File: src/rtl/alu_ctrl_pkg.sv
// Shared opcode, operation-class and sequencer-state encodings
// for the ALU control sequencer and the instruction control unit.
package alu_ctrl_pkg;

   localparam logic [4:0] OP_NONE = 5'd0;
   localparam logic [4:0] OP_ADD  = 5'd3;
   localparam logic [4:0] OP_SUB  = 5'd4;
   localparam logic [4:0] OP_AND  = 5'd5;
   localparam logic [4:0] OP_OR   = 5'd6;
   localparam logic [4:0] OP_SHR  = 5'd7;
   localparam logic [4:0] OP_SHRA = 5'd8;
   localparam logic [4:0] OP_SHL  = 5'd9;
   localparam logic [4:0] OP_ROR  = 5'd10;
   localparam logic [4:0] OP_ROL  = 5'd11;
   localparam logic [4:0] OP_ADDI = 5'd12;
   localparam logic [4:0] OP_ANDI = 5'd13;
   localparam logic [4:0] OP_ORI  = 5'd14;
   localparam logic [4:0] OP_MUL  = 5'd15;
   localparam logic [4:0] OP_DIV  = 5'd16;
   localparam logic [4:0] OP_NEG  = 5'd17;
   localparam logic [4:0] OP_NOT  = 5'd18;

   typedef enum logic [2:0] {
      CLS_BIN,
      CLS_IMM,
      CLS_MULDIV,
      CLS_UNARY,
      CLS_ILL
   } op_class_t;

   typedef enum logic [2:0] {
      S_IDLE,
      S_LOADY,
      S_EVAL,
      S_WB_LO,
      S_WB_HI,
      S_DONE
   } state_t;

endpackage

File: src/rtl/alu_seq_ctrl_if.sv
// Request handshake and datapath strobes of the ALU sequencer.
// master = instruction control side, slave = sequencer.
interface alu_seq_ctrl_if;

   logic       start;
   logic [4:0] op;
   logic       busy;
   logic       done;
   logic       err;
   logic       rout_a;
   logic       rout_b;
   logic       cout;
   logic       yin;
   logic       zin;
   logic [4:0] alu_op;
   logic       zlowout;
   logic       zhighout;
   logic       rin;
   logic       loin;
   logic       hiin;

   modport master (
      output start, op,
      input  busy, done, err, rout_a, rout_b, cout, yin, zin,
      input  alu_op, zlowout, zhighout, rin, loin, hiin
   );

   modport slave (
      input  start, op,
      output busy, done, err, rout_a, rout_b, cout, yin, zin,
      output alu_op, zlowout, zhighout, rin, loin, hiin
   );

endinterface

File: src/rtl/op_class_decode.sv
// Combinational opcode -> operation class map, shared with the
// instruction control unit.
module op_class_decode
   import alu_ctrl_pkg::*;
(
   input  logic [4:0] op,
   output op_class_t  cls
);

   always_comb begin
      cls = CLS_ILL;
      unique case (1'b1)
         (op >= OP_ADD  && op <= OP_ROL): cls = CLS_BIN;
         (op >= OP_ADDI && op <= OP_ORI): cls = CLS_IMM;
         (op == OP_MUL  || op == OP_DIV): cls = CLS_MULDIV;
         (op == OP_NEG  || op == OP_NOT): cls = CLS_UNARY;
         default:                         cls = CLS_ILL;
      endcase
   end

endmodule

File: src/rtl/alu_seq_ctrl.sv
// ALU load/evaluate/writeback sequencer. Define MULDIV_WAIT_EN to
// hold EVAL for MULDIV_LAT cycles on mul/div.
module alu_seq_ctrl
   import alu_ctrl_pkg::*;
#(
   parameter int MULDIV_LAT = 4
) (
   input logic           clk,
   input logic           clr,
   alu_seq_ctrl_if.slave bus
);

   if (MULDIV_LAT < 1 || MULDIV_LAT > 15) begin : g_lat_chk
      $error("MULDIV_LAT must be within 1..15");
   end

   state_t    state, nxt;
   logic [4:0] op_q;
   op_class_t cls_in, cls_q;
   logic      eval_last;

   op_class_decode u_dec (
      .op  (bus.op),
      .cls (cls_in)
   );

`ifdef MULDIV_WAIT_EN
   logic [3:0] cnt;

   always_ff @(posedge clk or posedge clr) begin
      if (clr)
         cnt <= '0;
      else if (nxt == S_EVAL && state != S_EVAL)
         cnt <= 4'(MULDIV_LAT);
      else if (state == S_EVAL && cnt != 4'd0)
         cnt <= cnt - 4'd1;
   end

   assign eval_last = (cls_q != CLS_MULDIV) || (cnt == 4'd1);
`else
   assign eval_last = 1'b1;
`endif

   always_ff @(posedge clk or posedge clr) begin
      if (clr) begin
         state <= S_IDLE;
         op_q  <= '0;
         cls_q <= CLS_ILL;
      end else begin
         state <= nxt;
         if (state == S_IDLE && bus.start) begin
            op_q  <= bus.op;
            cls_q <= cls_in;
         end
      end
   end

   always_comb begin
      nxt          = state;
      bus.busy     = (state != S_IDLE);
      bus.done     = 1'b0;
      bus.err      = 1'b0;
      bus.rout_a   = 1'b0;
      bus.rout_b   = 1'b0;
      bus.cout     = 1'b0;
      bus.yin      = 1'b0;
      bus.zin      = 1'b0;
      bus.alu_op   = OP_NONE;
      bus.zlowout  = 1'b0;
      bus.zhighout = 1'b0;
      bus.rin      = 1'b0;
      bus.loin     = 1'b0;
      bus.hiin     = 1'b0;
      unique case (state)
         S_IDLE: begin
            if (bus.start) begin
               if (cls_in == CLS_ILL)
                  nxt = S_DONE;
               else if (cls_in == CLS_UNARY)
                  nxt = S_EVAL;
               else
                  nxt = S_LOADY;
            end
         end
         S_LOADY: begin
            bus.rout_a = 1'b1;
            bus.yin    = 1'b1;
            nxt        = S_EVAL;
         end
         S_EVAL: begin
            bus.alu_op = op_q;
            bus.cout   = (cls_q == CLS_IMM);
            bus.rout_b = (cls_q != CLS_IMM);
            bus.zin    = eval_last;
            if (eval_last)
               nxt = S_WB_LO;
         end
         S_WB_LO: begin
            bus.zlowout = 1'b1;
            bus.loin    = (cls_q == CLS_MULDIV);
            bus.rin     = (cls_q != CLS_MULDIV);
            nxt = (cls_q == CLS_MULDIV) ? S_WB_HI : S_DONE;
         end
         S_WB_HI: begin
            bus.zhighout = 1'b1;
            bus.hiin     = 1'b1;
            nxt          = S_DONE;
         end
         S_DONE: begin
            bus.done = 1'b1;
            bus.err  = (cls_q == CLS_ILL);
            nxt      = S_IDLE;
         end
         default: nxt = S_IDLE;
      endcase
   end

endmodule
File: src/flat_wrapper.sv
// flat-port wrapper written by rule: the top's interface ports become plain ports
module alu_seq_ctrl_flat import alu_ctrl_pkg::*;
#(
   parameter int MULDIV_LAT = 4
)
  (clk, clr, bus_start, bus_op, bus_busy, bus_done, bus_err, bus_rout_a, bus_rout_b, bus_cout, bus_yin, bus_zin, bus_alu_op, bus_zlowout, bus_zhighout, bus_rin, bus_loin, bus_hiin);
  alu_seq_ctrl_if bus_i ();
  input logic clk;
  input logic clr;
  input wire logic [$bits(bus_i.start)-1:0] bus_start;
  input wire logic [$bits(bus_i.op)-1:0] bus_op;
  output wire logic [$bits(bus_i.busy)-1:0] bus_busy;
  output wire logic [$bits(bus_i.done)-1:0] bus_done;
  output wire logic [$bits(bus_i.err)-1:0] bus_err;
  output wire logic [$bits(bus_i.rout_a)-1:0] bus_rout_a;
  output wire logic [$bits(bus_i.rout_b)-1:0] bus_rout_b;
  output wire logic [$bits(bus_i.cout)-1:0] bus_cout;
  output wire logic [$bits(bus_i.yin)-1:0] bus_yin;
  output wire logic [$bits(bus_i.zin)-1:0] bus_zin;
  output wire logic [$bits(bus_i.alu_op)-1:0] bus_alu_op;
  output wire logic [$bits(bus_i.zlowout)-1:0] bus_zlowout;
  output wire logic [$bits(bus_i.zhighout)-1:0] bus_zhighout;
  output wire logic [$bits(bus_i.rin)-1:0] bus_rin;
  output wire logic [$bits(bus_i.loin)-1:0] bus_loin;
  output wire logic [$bits(bus_i.hiin)-1:0] bus_hiin;
  assign bus_i.start = bus_start;
  assign bus_i.op = bus_op;
  assign bus_busy = bus_i.busy;
  assign bus_done = bus_i.done;
  assign bus_err = bus_i.err;
  assign bus_rout_a = bus_i.rout_a;
  assign bus_rout_b = bus_i.rout_b;
  assign bus_cout = bus_i.cout;
  assign bus_yin = bus_i.yin;
  assign bus_zin = bus_i.zin;
  assign bus_alu_op = bus_i.alu_op;
  assign bus_zlowout = bus_i.zlowout;
  assign bus_zhighout = bus_i.zhighout;
  assign bus_rin = bus_i.rin;
  assign bus_loin = bus_i.loin;
  assign bus_hiin = bus_i.hiin;
  alu_seq_ctrl #(.MULDIV_LAT(MULDIV_LAT)) u_core (.clk(clk), .clr(clr), .bus(bus_i));
endmodule
File: config.mk
export PLATFORM = sky130hd
export DESIGN_NAME = alu_seq_ctrl_flat
export DESIGN_NICKNAME = d
export VERILOG_FILES = /design/src/rtl/alu_ctrl_pkg.sv /design/src/rtl/alu_seq_ctrl_if.sv /design/src/rtl/op_class_decode.sv /design/src/rtl/alu_seq_ctrl.sv /design/src/flat_wrapper.sv
export SDC_FILE = /design/constraint.sdc
export NUM_CORES = 1
export LEC_CHECK = 0
export CAP_MARGIN = 0
export CORE_MARGIN = 10
export CORE_UTILIZATION = 46
export DETAILED_ROUTE_END_ITERATION = 10
export MAX_ROUTING_LAYER = met4
export PLACE_DENSITY = 0.95
export SKIP_CTS_REPAIR_TIMING = 1
export SLEW_MARGIN = 10
export SYNTH_ARGS = -nofsm -noshare
export SYNTH_HDL_FRONTEND = slang
export SYNTH_HIERARCHICAL = 1
export SYNTH_SLANG_ARGS = --single-unit
File: constraint.sdc
create_clock -name clk -period 2.7 [get_ports clk]
set_input_delay 0.27 -clock clk [delete_from_list [all_inputs] [get_ports clk]]
set_output_delay 0.27 -clock clk [all_outputs]
set_load 0.1 [all_outputs]
==> out/summary.json, run 1 <==
{
  "status": {
    "status": "completed"
  },
  "synthesis": {
    "share_of_flip_flops_with_an_asynchronous_set_or_reset_after_synthesis_pct": 100.0,
    "synth_cells": 66,
    "synthesis.yosys.warnings": 6,
    "synth-edff-count": 0,
    "ys_ff_latch": 11,
    "ys_seq_area_share_pct": 39.25,
    "ys.flop_type": "sky130_fd_sc_hd__dfrtp_1",
    "mappedNetlistNets": 74,
    "yosys.area.top_type_share_pct": 35.52,
    "syn-cell-area_um2": 704.4,
    "syn_area_per_cell_um2": 10.67,
    "ys_types": 31,
    "ys_top_cells_by_area": "sky130_fd_sc_hd__dfrtp_1 (36%), sky130_fd_sc_hd__mux2_2 (13%), sky130_fd_sc_hd__and2_1 (5.3%), sky130_fd_sc_hd__dfstp_2 (3.7%), sky130_fd_sc_hd__nor2_8 (2.8%)",
    "synth_largest_area_cell": "sky130_fd_sc_hd__dfrtp_1"
  },
  "sta": {
    "post_route_skew_ns": 0.003109,
    "timing.final.max_slew_violations": 0,
    "post-route-worst-setup-slack_ns": 0.7174,
    "worst-slew-pin-transition_ns": 0.4353,
    "max-slew-margin-rel_pct": 70.95,
    "final_count_of_hold_timing_violations": 0,
    "period_share_pct": 73.43,
    "rsz0062_at_grt": "false",
    "timing.final.crit_period_ns": 1.983,
    "setup-violations-final": 0,
    "fmaxAchievable_ghz": 0.5044
  },
  "worst_setup_path": {
    "timing.critical_path.from_type": "flop",
    "crit_path_max_fanout": 11,
    "crit_chain": "nor3b_4 > a21boi_1 > buf_4",
    "crit_path_end_kind": "output port",
    "rr_worst_depth": 3,
    "required_time_at_the_worst_slack_endpoint_ns": 2.43,
    "crit_type": "flop to output port",
    "worst_ep_arrival_time_ns": 1.71,
    "cpMaxStageDelayCell": "sky130_fd_sc_hd__dfrtp_1",
    "crit_path_max_incr_delay_ns": 0.53
  },
  "final_layout": {
    "finish.net_count": 99,
    "num_antenna_cells": 0,
    "ratio_of_cells_with_drive_above_1_in_the_final_layout_pct": 42.22,
    "area.growth.synth_to_final_pct": 32.15
  },
  "cts": {
    "cts.sink_count": 11,
    "cts_buffer_depth": 2,
    "cts-root-buf": "sky130_fd_sc_hd__clkbuf_4",
    "cts_buffers": 3,
    "cts-htree-levels": 1,
    "clk_slew_on_worst_s_h_paths_ns": 0.07,
    "worstSkewPairLatency_ns": 0.27,
    "tritoncts": "yes"
  },
  "global_route": {
    "grt-ovfl-total": 0,
    "number_of_antenna_violations_at_the_first_check_in_global_routing": 0,
    "largest_net_degree_at_the_start_of_global_routing": 12,
    "grt_pass1_vias": 606,
    "groute.usage.overall_pct": 10.35,
    "grt_pass1_wl_mm": 2.760
  },
  "run": {
    "maxCapViolCount": 0
  },
  "floorplanning": {
    "die_area_um2": 3496,
    "boundary_pins": 26,
    "die_h_um": 59.13,
    "die_w_um": 59.13,
    "fp-row-count": 14,
    "floorplan.initialDensity_pct": 47.87,
    "core-area_um2": 1471
  },
  "detailed_routing": {
    "ant_nets": 0,
    "via_count": 597,
    "route.final.wire_length_mm": 1.680,
    "drt-initial-drc-count": 12,
    "remaining_drc_errors": 0,
    "drtPass1Iterations": 4,
    "avgRoutedWirePerCell_um": 15.85,
    "via_per_inst": 5.632
  },
  "hold_path": {
    "min-delay-path-class": "input pin to asynchronous set/reset pin"
  },
  "placement": {
    "hpwlAfterDp_mm": 1.394,
    "buffer_ports.inserted": 25,
    "place_ws_ns": 0.7661,
    "routability_driven_placement_congestion_ratio": 0.8193
  }
}
[synthesized netlist by cell type, types with 2 or more instances]
| cell type | instances |
|---|---|
| sky130_fd_sc_hd__mux2_2 | 8 |
| sky130_fd_sc_hd__nor2b_1 | 3 |
| sky130_fd_sc_hd__nor3_2 | 2 |
| sky130_fd_sc_hd__nand3b_1 | 2 |
| sky130_fd_sc_hd__and3_1 | 2 |
| sky130_fd_sc_hd__buf_2 | 2 |
| sky130_fd_sc_hd__inv_1 | 3 |
| sky130_fd_sc_hd__nor2_1 | 5 |
| sky130_fd_sc_hd__a211oi_1 | 2 |
| sky130_fd_sc_hd__dfrtp_1 | 10 |
| sky130_fd_sc_hd__and2_1 | 6 |
| sky130_fd_sc_hd__buf_4 | 2 |
[flip-flops by register name, summed over array words and instances, names as in the netlist]
name,count
u_core/op_q,5
u_core/cls_q,3
u_core/state,3
[routing by layer]
metal,GRT usage (%),share of wire (%)
met2,16.52,55
met4,5.902,0.42
met3,3.648,6.6
met5,-,0
met1,10.81,38
[through the flow]
| stage | cells | cell area, um2 | utilization (%) | TNS (ns) | hold slack [ns] |
|---|---|---|---|---|---|
| 3_5_place_dp | 102 | 904.6 | 61.48 | 0 | 0.4950 |
| 6_report | 106 | 930.9 | 63.27 | 0 | 0.3237 |
| 5_1_grt | 106 | 930.9 | 63.27 | 0 | 0.3235 |
| 4_1_cts | 106 | 930.9 | 63.27 | 0 | 0.3256 |
| 2_1_floorplan | 66 | 715.7 | - | -0.5885 | 0.1217 |
| 3_3_place_gp | 102 | 904.6 | 61.48 | 0 | 0.4807 |
[worst max-delay path: cells and delay by family (launching register included)]
family          cells  cell delay, ns
buf+inv             1            0.31
compound gates      1            0.22
simple gates        1            0.38
flops               1            0.53
[placed cells by master (no fill, tap or decap), drive strengths merged]
cell type	instances
a211oi	2
a21boi	1
a221oi	1
a31oi	1
a32o	1
and2	7
and3	2
and3b	1
buf	18
clkbuf	4
clkdlybuf4s50	7
dfrtp	10
dfstp	1
inv	3
mux2	8
mux2i	1
nand2	1
nand3b	2
nor2	6
nor2b	3
nor3	3
nor3b	2
o21a	1
o31ai	1
or3	1
or3b	1
xor2	1
[path summary, 6_finish.rpt]
path | end | slack (ns) | start
worst max-delay path | bus_rout_b | 0.72 | u_core/state[1]
worst min register to register | u_core/op_q[3] | 0.51 | u_core/op_q[3]
max in group asynchronous | u_core/cls_q[2] | 2.05 | clr
worst min-delay path | u_core/state[0] | 0.32 | clr
worst max register to register | u_core/op_q[2] | 1.10 | u_core/state[0]
min in group clk | u_core/op_q[3] | 0.51 | u_core/op_q[3]
[cells by family (layout without fill, tap and decap cells)]
family	Yosys count	after routing	share of synthesized area [%]
AOI/OAI and AO/OA	8	8	8.882
xor gates and xnor gates	1	1	1.244
buffers and inverters	8	32	6.749
DFF	11	11	39.25
muxes	9	9	14.21
and+or+nand+nor	29	29	29.66
[final cells by class]
class	count	area, um2
Clock buffer	4	26.28
Timing Repair Buffer	25	205.2
Tap cell	16	20.02
Sequential cell	11	276.5
Inverter	3	11.26
Multi-Input combinational cell	47	391.6
Fill cell	125	540.5
Power of run 1 is not shown: default switching activity piles up to over one toggle a cycle in this logic, so the estimate is an artifact.
==> inputs of run 2 (changes only) <==
--- a/config.mk
+++ b/config.mk
@@ -7,10 +7,10 @@
 export LEC_CHECK = 0
 export CAP_MARGIN = 0
 export CORE_MARGIN = 10
-export CORE_UTILIZATION = 46
+export CORE_UTILIZATION = 38
 export DETAILED_ROUTE_END_ITERATION = 10
 export MAX_ROUTING_LAYER = met4
-export PLACE_DENSITY = 0.95
+export PLACE_DENSITY = 0.85
 export SKIP_CTS_REPAIR_TIMING = 1
 export SLEW_MARGIN = 10
 export SYNTH_ARGS = -nofsm -noshare
==> constraint.sdc (replaced) <==
create_clock -name clk -period 1.7 [get_ports clk]
set_input_delay 0.17 -clock clk [delete_from_list [all_inputs] [get_ports clk]]
set_output_delay 0.17 -clock clk [all_outputs]
set_load 0.1 [all_outputs]
==> run 2 against run 1 <==
Cell area grew 40%; global-route usage down 1.0 points; routed wire length increased by 4.6%; critical endpoint is now bus_loin; largest cell class is now non-clock buffers.
==> out/summary.json, run 2 (synthesis results as in run 1) <==
{
  "status": {
    "status": "completed"
  },
  "final_layout": {
    "largestRegisters": "u_core/op_q x5, u_core/cls_q x3, u_core/state x3",
    "finish.net_count": {"value": 110, "change": "+11%"},
    "num_antenna_cells": {"value": 0, "change": "unchanged"},
    "final_core_utilization": {"value": 74.84, "unit": "%", "change": "+12 points"},
    "seqCellArea": {"value": 279.0, "unit": "um2", "change": "+0.91%"},
    "filler_cell_count": {"value": 124, "change": "-0.80%"},
    "largest_register_ffs": {"value": 5, "change": "unchanged"},
    "max_flop_register": "u_core/op_q",
    "most_common_cell_after_layout_fill_and_taps_aside": "sky130_fd_sc_hd__buf_12",
    "area.growth.synth_to_final_pct": 85.43,
    "layout_common_cells": "sky130_fd_sc_hd__buf_12 (18), sky130_fd_sc_hd__buf_4 (10), sky130_fd_sc_hd__mux2_2 (8), sky130_fd_sc_hd__dfrtp_1 (8), sky130_fd_sc_hd__clkdlybuf4s50_1 (7)",
    "multi_input_area": {"value": 441.7, "unit": "um2", "change": "+13%"},
    "ratio_of_cells_with_drive_above_1_in_the_final_layout": {"value": 62.38, "unit": "%", "change": "+20 points"}
  },
  "hold_path": {
    "min-delay-path-class": "input pin to asynchronous set/reset pin"
  },
  "global_route": {
    "number_of_antenna_violations_at_the_first_check_in_global_routing": {"value": 0, "change": "unchanged"},
    "largest_net_degree_at_the_start_of_global_routing": {"value": 12, "change": "unchanged"},
    "grt-ovfl-total": {"value": 0, "change": "unchanged"},
    "grt_pass1_wl": {"value": 3.029, "unit": "mm", "change": "+9.7%"},
    "grt_pass1_vias": {"value": 662, "change": "+9.2%"},
    "groute.usage.overall": {"value": 9.340, "unit": "%", "change": "-1.0 points"}
  },
  "worst_setup_path": {
    "worst_ep_arrival_time": {"value": 1.49, "unit": "ns", "change": "-0.22 ns"},
    "crit_path_max_incr_delay": {"value": 0.45, "unit": "ns", "change": "-0.08 ns"},
    "crit_path_max_fanout": {"value": 5, "change": "-6"},
    "cpLargestDelayFamily": "simple AND/OR/NAND/NOR gates",
    "crit_path_end_kind": "output port",
    "timing.critical_path.from_type": "flop",
    "crit_chain": "or3b_4 > nor2_4 > buf_12",
    "critical_path.n_buffers_inverters": {"value": 1, "change": "unchanged"},
    "timing.reg2reg.setup_slack": {"value": 0.17, "unit": "ns", "change": "-0.93 ns"},
    "crit_type": "flop to output port",
    "required_time_at_the_worst_slack_endpoint": {"value": 1.53, "unit": "ns", "change": "-0.90 ns"},
    "cpMaxStageDelayCell": "sky130_fd_sc_hd__dfrtp_2"
  },
  "floorplanning": {
    "floorplan.initialDensity": {"value": 40.36, "unit": "%", "change": "-7.5 points"},
    "boundary_pins": {"value": 26, "change": "unchanged"},
    "die_w": {"value": 63.06, "unit": "um", "change": "+6.6%"},
    "die_h": {"value": 63.06, "unit": "um", "change": "+6.6%"},
    "die_area": {"value": 3976, "unit": "um2", "change": "+14%"},
    "core-area": {"value": 1745, "unit": "um2", "change": "+19%"},
    "fp-row-count": {"value": 15, "change": "+1"}
  },
  "detailed_routing": {
    "route.final.wire_length": {"value": 1.758, "unit": "mm", "change": "+4.6%"},
    "drtPass1Iterations": {"value": 2, "change": "-2"},
    "remaining_drc_errors": {"value": 0, "change": "unchanged"},
    "via_count": {"value": 613, "change": "+2.7%"},
    "drt-initial-drc-count": {"value": 4, "change": "-8"},
    "via_per_inst": {"value": 4.865, "change": "-14%"},
    "ant_nets": {"value": 0, "change": "unchanged"},
    "avgRoutedWirePerCell": {"value": 13.95, "unit": "um", "change": "-12%"}
  },
  "sta": {
    "post_route_skew": {"value": 0.001921, "unit": "ns", "change": "-0.001188 ns"},
    "timing.final.crit_period_ns": 1.656,
    "max-slew-margin-rel": {"value": 71.60, "unit": "%", "change": "+0.65 points"},
    "final_count_of_hold_timing_violations": {"value": 0, "change": "unchanged"},
    "fmaxAchievable_ghz": 0.6037,
    "period_share_pct": 97.43,
    "setup-violations-final": {"value": 0, "change": "unchanged"},
    "rsz0062_at_grt": "false",
    "timing.final.max_slew_violations": {"value": 0, "change": "unchanged"},
    "worst-slew-pin-transition": {"value": 0.4256, "unit": "ns", "change": "-0.009724 ns"}
  },
  "placement": {
    "buffer_ports.inserted": {"value": 25, "change": "unchanged"},
    "routability_driven_placement_congestion_ratio": {"value": 0.8266, "change": "+0.89%"},
    "hpwlAfterDp": {"value": 1.505, "unit": "mm", "change": "+8.0%"}
  },
  "cts": {
    "clk_slew_on_worst_s_h_paths": {"value": 0.07, "unit": "ns", "change": "about the same"},
    "cts-htree-levels": {"value": 1, "change": "unchanged"},
    "cts_buffer_depth": {"value": 2, "change": "unchanged"},
    "cts_buffers": {"value": 3, "change": "unchanged"},
    "cts.sink_count": {"value": 11, "change": "unchanged"},
    "tritoncts": "yes",
    "cts-root-buf": "sky130_fd_sc_hd__clkbuf_4",
    "worstSkewPairLatency": {"value": 0.26, "unit": "ns", "change": "about the same"}
  },
  "run": {
    "maxCapViolCount": {"value": 0, "change": "unchanged"}
  }
}
## run 2: worst paths after layout
| path | to | from | cells after the start |
|---|---|---|---|
| max in group asynchronous | u_core/cls_q[2] | clr | 2 |
| worst min register to register | u_core/op_q[4] | u_core/op_q[4] | 1 |
| worst max-delay path | bus_loin | u_core/cls_q[0] | 3 |
| min in group clk | u_core/op_q[4] | u_core/op_q[4] | 1 |
| worst min-delay path | u_core/op_q[0] | clr | 2 |
| worst max register to register | u_core/op_q[2] | u_core/state[0] | 3 |
## run 2: area by class of cell
class | count | share of cell area, %
timing repair buffer | 36 | 39.56
sequential | 11 | 21.36
inverter | 3 | 0.8621
tap | 25 | 2.395
multi-input combinational | 47 | 33.81
clock buffer | 4 | 2.011
## run 2: metal layers
metal	GRT usage (%)	part of all wire (%)	vias up
met2	15.23	47	21
met1	9.736	44	291
li1	-	-	301
met3	4.240	8.6	0
met4	3.352	0	0
met5	-	0	-
## run 2: metrics by stage
stage          cell area [um2]  std cells  setup TNS (ns)  worst slack, ns  hold slack [ns]
6_report                  1306        126               0          0.04365           0.2025
2_1_floorplan            772.0         66          -4.191          -0.6351          0.02172
5_1_grt                   1306        126               0         0.001553           0.2321
3_3_place_gp              1256        120               0          0.02334           0.4846
3_5_place_dp              1256        120         -0.1370         -0.07254           0.4884
4_1_cts                   1282        124         -0.5299         -0.09330           0.2050
Power of run 2 is left out for the same reason.
==> inputs of run 3 (changes only) <==
==> constraint.sdc (replaced) <==
create_clock -name clk -period 1.7 [get_ports clk]
set_input_delay 0.51 -clock clk [delete_from_list [all_inputs] [get_ports clk]]
set_output_delay 0.51 -clock clk [all_outputs]
set_load 0.1 [all_outputs]
==> run 3 against run 2 <==
The flow now finishes with violations (setup timing); highest routed layer unchanged; worst setup slack worse by 0.43 ns; sequential cell count unchanged; via count increased by 12%; sequential share of layout area down 2.5 points; critical endpoint is now bus_rin.
==> out/summary.json, run 3 (synthesis results as in run 1) <==
{
  "status": {
    "status": "finished with violations",
    "failed_checks": "setup timing"
  },
  "final_layout": {
    "most_common_cell_after_layout_fill_and_taps_aside": "sky130_fd_sc_hd__buf_12",
    "largestRegisters": "u_core/op_q x5, u_core/cls_q x3, u_core/state x3",
    "finalNonFillerCells": {"value": 137, "change": "+8.7%"},
    "num_antenna_cells": {"value": 0, "change": "unchanged"},
    "layout_common_cells": "sky130_fd_sc_hd__buf_12 (18), sky130_fd_sc_hd__buf_4 (14), sky130_fd_sc_hd__dfrtp_1 (9)",
    "largest_register_ffs": {"value": 5, "change": "unchanged"},
    "max_flop_register": "u_core/op_q",
    "ratio_of_cells_with_drive_above_1_in_the_final_layout": {"value": 68.75, "unit": "%", "change": "+6.4 points"},
    "area.growth.synth_to_final_pct": 108.7,
    "layout.cell_area.non_filler": {"value": 1470, "unit": "um2", "change": "+13%"},
    "finish.net_count": {"value": 121, "change": "+10%"}
  },
  "detailed_routing": {
    "routed-wl-met2": {"value": 1.293, "unit": "mm", "change": "+56%"},
    "route.layer.met1.wl": {"value": 839, "unit": "um", "change": "+8.1%"},
    "dr_wl_met3": {"value": 155, "unit": "um", "change": "+2.0%"},
    "via_per_inst": {"value": 5.022, "change": "+3.2%"},
    "drt-initial-drc-count": {"value": 14, "change": "+10"},
    "via_count": {"value": 688, "change": "+12%"},
    "drtPass1Iterations": {"value": 4, "change": "+2"},
    "remaining_drc_errors": {"value": 0, "change": "unchanged"},
    "highest-signal-layer": "met3",
    "ant_nets": {"value": 0, "change": "unchanged"},
    "route.final.wire_length": {"value": 2.289, "unit": "mm", "change": "+30%"},
    "avgRoutedWirePerCell": {"value": 16.71, "unit": "um", "change": "+20%"}
  },
  "sta": {
    "period_share": {"value": 122.8, "unit": "%", "change": "+25 points"},
    "timing.final.crit_period": {"value": 2.087, "unit": "ns", "change": "+0.4308 ns"},
    "timing.final.max_slew_violations": {"value": 0, "change": "unchanged"},
    "setup-violations-final": {"value": 23, "change": "+23"},
    "post_route_skew": {"value": 0.003844, "unit": "ns", "change": "+0.001922 ns"},
    "fmaxAchievable": {"value": 0.4791, "unit": "GHz", "change": "-21%"},
    "post-route-worst-setup-slack": {"value": -0.3872, "unit": "ns", "change": "-0.4308 ns"},
    "max-slew-margin-rel": {"value": 71.93, "unit": "%", "change": "+0.33 points"},
    "worst-slew-pin-transition": {"value": 0.4206, "unit": "ns", "change": "-0.004986 ns"},
    "rsz0062_at_grt": "true",
    "total_negative_setup_slacks": {"value": -5.096, "unit": "ns", "change": "-5.096 ns"},
    "final_count_of_hold_timing_violations": {"value": 0, "change": "unchanged"}
  },
  "cts": {
    "clk_slew_on_worst_s_h_paths": {"value": 0.07, "unit": "ns", "change": "about the same"},
    "cts-root-buf": "sky130_fd_sc_hd__clkbuf_4",
    "cts.sink_count": {"value": 11, "change": "unchanged"},
    "cts_buffer_depth": {"value": 2, "change": "unchanged"},
    "cts_buffers": {"value": 3, "change": "unchanged"},
    "cts-htree-levels": {"value": 1, "change": "unchanged"},
    "worstSkewPairLatency": {"value": 0.26, "unit": "ns", "change": "about the same"},
    "tritoncts": "yes"
  },
  "global_route": {
    "largest_net_degree_at_the_start_of_global_routing": {"value": 12, "change": "unchanged"},
    "number_of_antenna_violations_at_the_first_check_in_global_routing": {"value": 0, "change": "unchanged"},
    "grt-ovfl-total": {"value": 0, "change": "unchanged"},
    "grt_pass1_vias": {"value": 742, "change": "+12%"},
    "groute.usage.overall": {"value": 10.23, "unit": "%", "change": "+0.89 points"},
    "grt_pass1_wl": {"value": 3.374, "unit": "mm", "change": "+11%"}
  },
  "floorplanning": {
    "floorplan.initialDensity": {"value": 40.36, "unit": "%", "change": "unchanged"},
    "core-area": {"value": 1745, "unit": "um2", "change": "unchanged"},
    "boundary_pins": {"value": 26, "change": "unchanged"},
    "die_area": {"value": 3976, "unit": "um2", "change": "unchanged"},
    "fp-row-count": {"value": 15, "change": "unchanged"},
    "die_h": {"value": 63.06, "unit": "um", "change": "unchanged"},
    "die_w": {"value": 63.06, "unit": "um", "change": "unchanged"}
  },
  "worst_setup_path": {
    "worst_ep_arrival_time": {"value": 1.58, "unit": "ns", "change": "+0.09 ns"},
    "startpoint": "u_core/state[2]",
    "required_time_at_the_worst_slack_endpoint": {"value": 1.19, "unit": "ns", "change": "-0.34 ns"},
    "worstReg2RegEnd": "u_core/op_q[3]",
    "timing.reg2reg.setup_slack": {"value": -0.04, "unit": "ns", "change": "-0.21 ns"},
    "rr_worst_depth": {"value": 5, "change": "+2"},
    "critical_path.reg2reg.startpoint": "u_core/state[2]",
    "cp-endpoint": "bus_rin",
    "crit_type": "flop to output port",
    "crit_path_max_fanout": {"value": 4, "change": "-1"},
    "crit_path_end_kind": "output port",
    "timing.critical_path.from_type": "flop"
  },
  "hold_path": {
    "min-delay-path-class": "flop to flop"
  },
  "placement": {
    "buffer_ports.inserted": {"value": 25, "change": "unchanged"},
    "routability_driven_placement_congestion_ratio": {"value": 0.8086, "change": "-2.2%"},
    "hpwlAfterDp": {"value": 1.653, "unit": "mm", "change": "+9.9%"},
    "dp.cells": {"value": 129, "change": "+7.5%"},
    "placedInstanceArea": {"value": 1330, "unit": "um2", "change": "+5.9%"}
  },
  "run": {
    "maxCapViolCount": {"value": 0, "change": "unchanged"}
  }
}
-- run 3: worst min path at each step --
stage	cells past startpoint	slack, ns	end	start
after CTS	1	0.51	u_core/op_q[0]	u_core/op_q[0]
after detailed placement	1	0.49	u_core/op_q[0]	u_core/op_q[0]
final	1	0.51	u_core/op_q[4]	u_core/op_q[4]
after global routing	1	0.54	u_core/op_q[4]	u_core/op_q[4]
after floorplan	1	0.36	u_core/cls_q[0]	clr
after global placement	1	0.48	u_core/op_q[3]	u_core/op_q[3]
-- run 3: layer usage --
metal,GRT usage (%),vias to the layer above
li1,-,322
met1,10.44,345
met2,18.15,21
met3,3.887,0
met4,2.235,0
met5,-,-
-- run 3: worst max-delay path, cell delays in order (launching register included) --
cell and delay, ns:
sky130_fd_sc_hd__dfrtp_2 0.44, sky130_fd_sc_hd__buf_6 0.13, sky130_fd_sc_hd__nand3b_1 0.35, sky130_fd_sc_hd__nor2b_4 0.22
sky130_fd_sc_hd__buf_12 0.18
-- run 3: per-stage QoR --
stage	hold slack (ns)	util, %	setup WS, ns
after floorplan	0.3617	-	-0.9751
after global placement	0.4838	76.20	-0.3484
after detailed placement	0.4921	76.20	-0.4122
after CTS	0.5083	77.71	-0.3969
after global routing	0.5401	84.23	-0.4332
final	0.5115	84.23	-0.3872
-- run 3: layout make-up --
class	instances	area, um2
inverters	3	15.01
multi-input cells	47	481.7
flip-flops and latches	11	277.8
well taps	25	31.28
clock buffers	4	26.28
fillers	95	275.3
repair buffers	47	638.1
Power of run 3 is left out for the same reason.
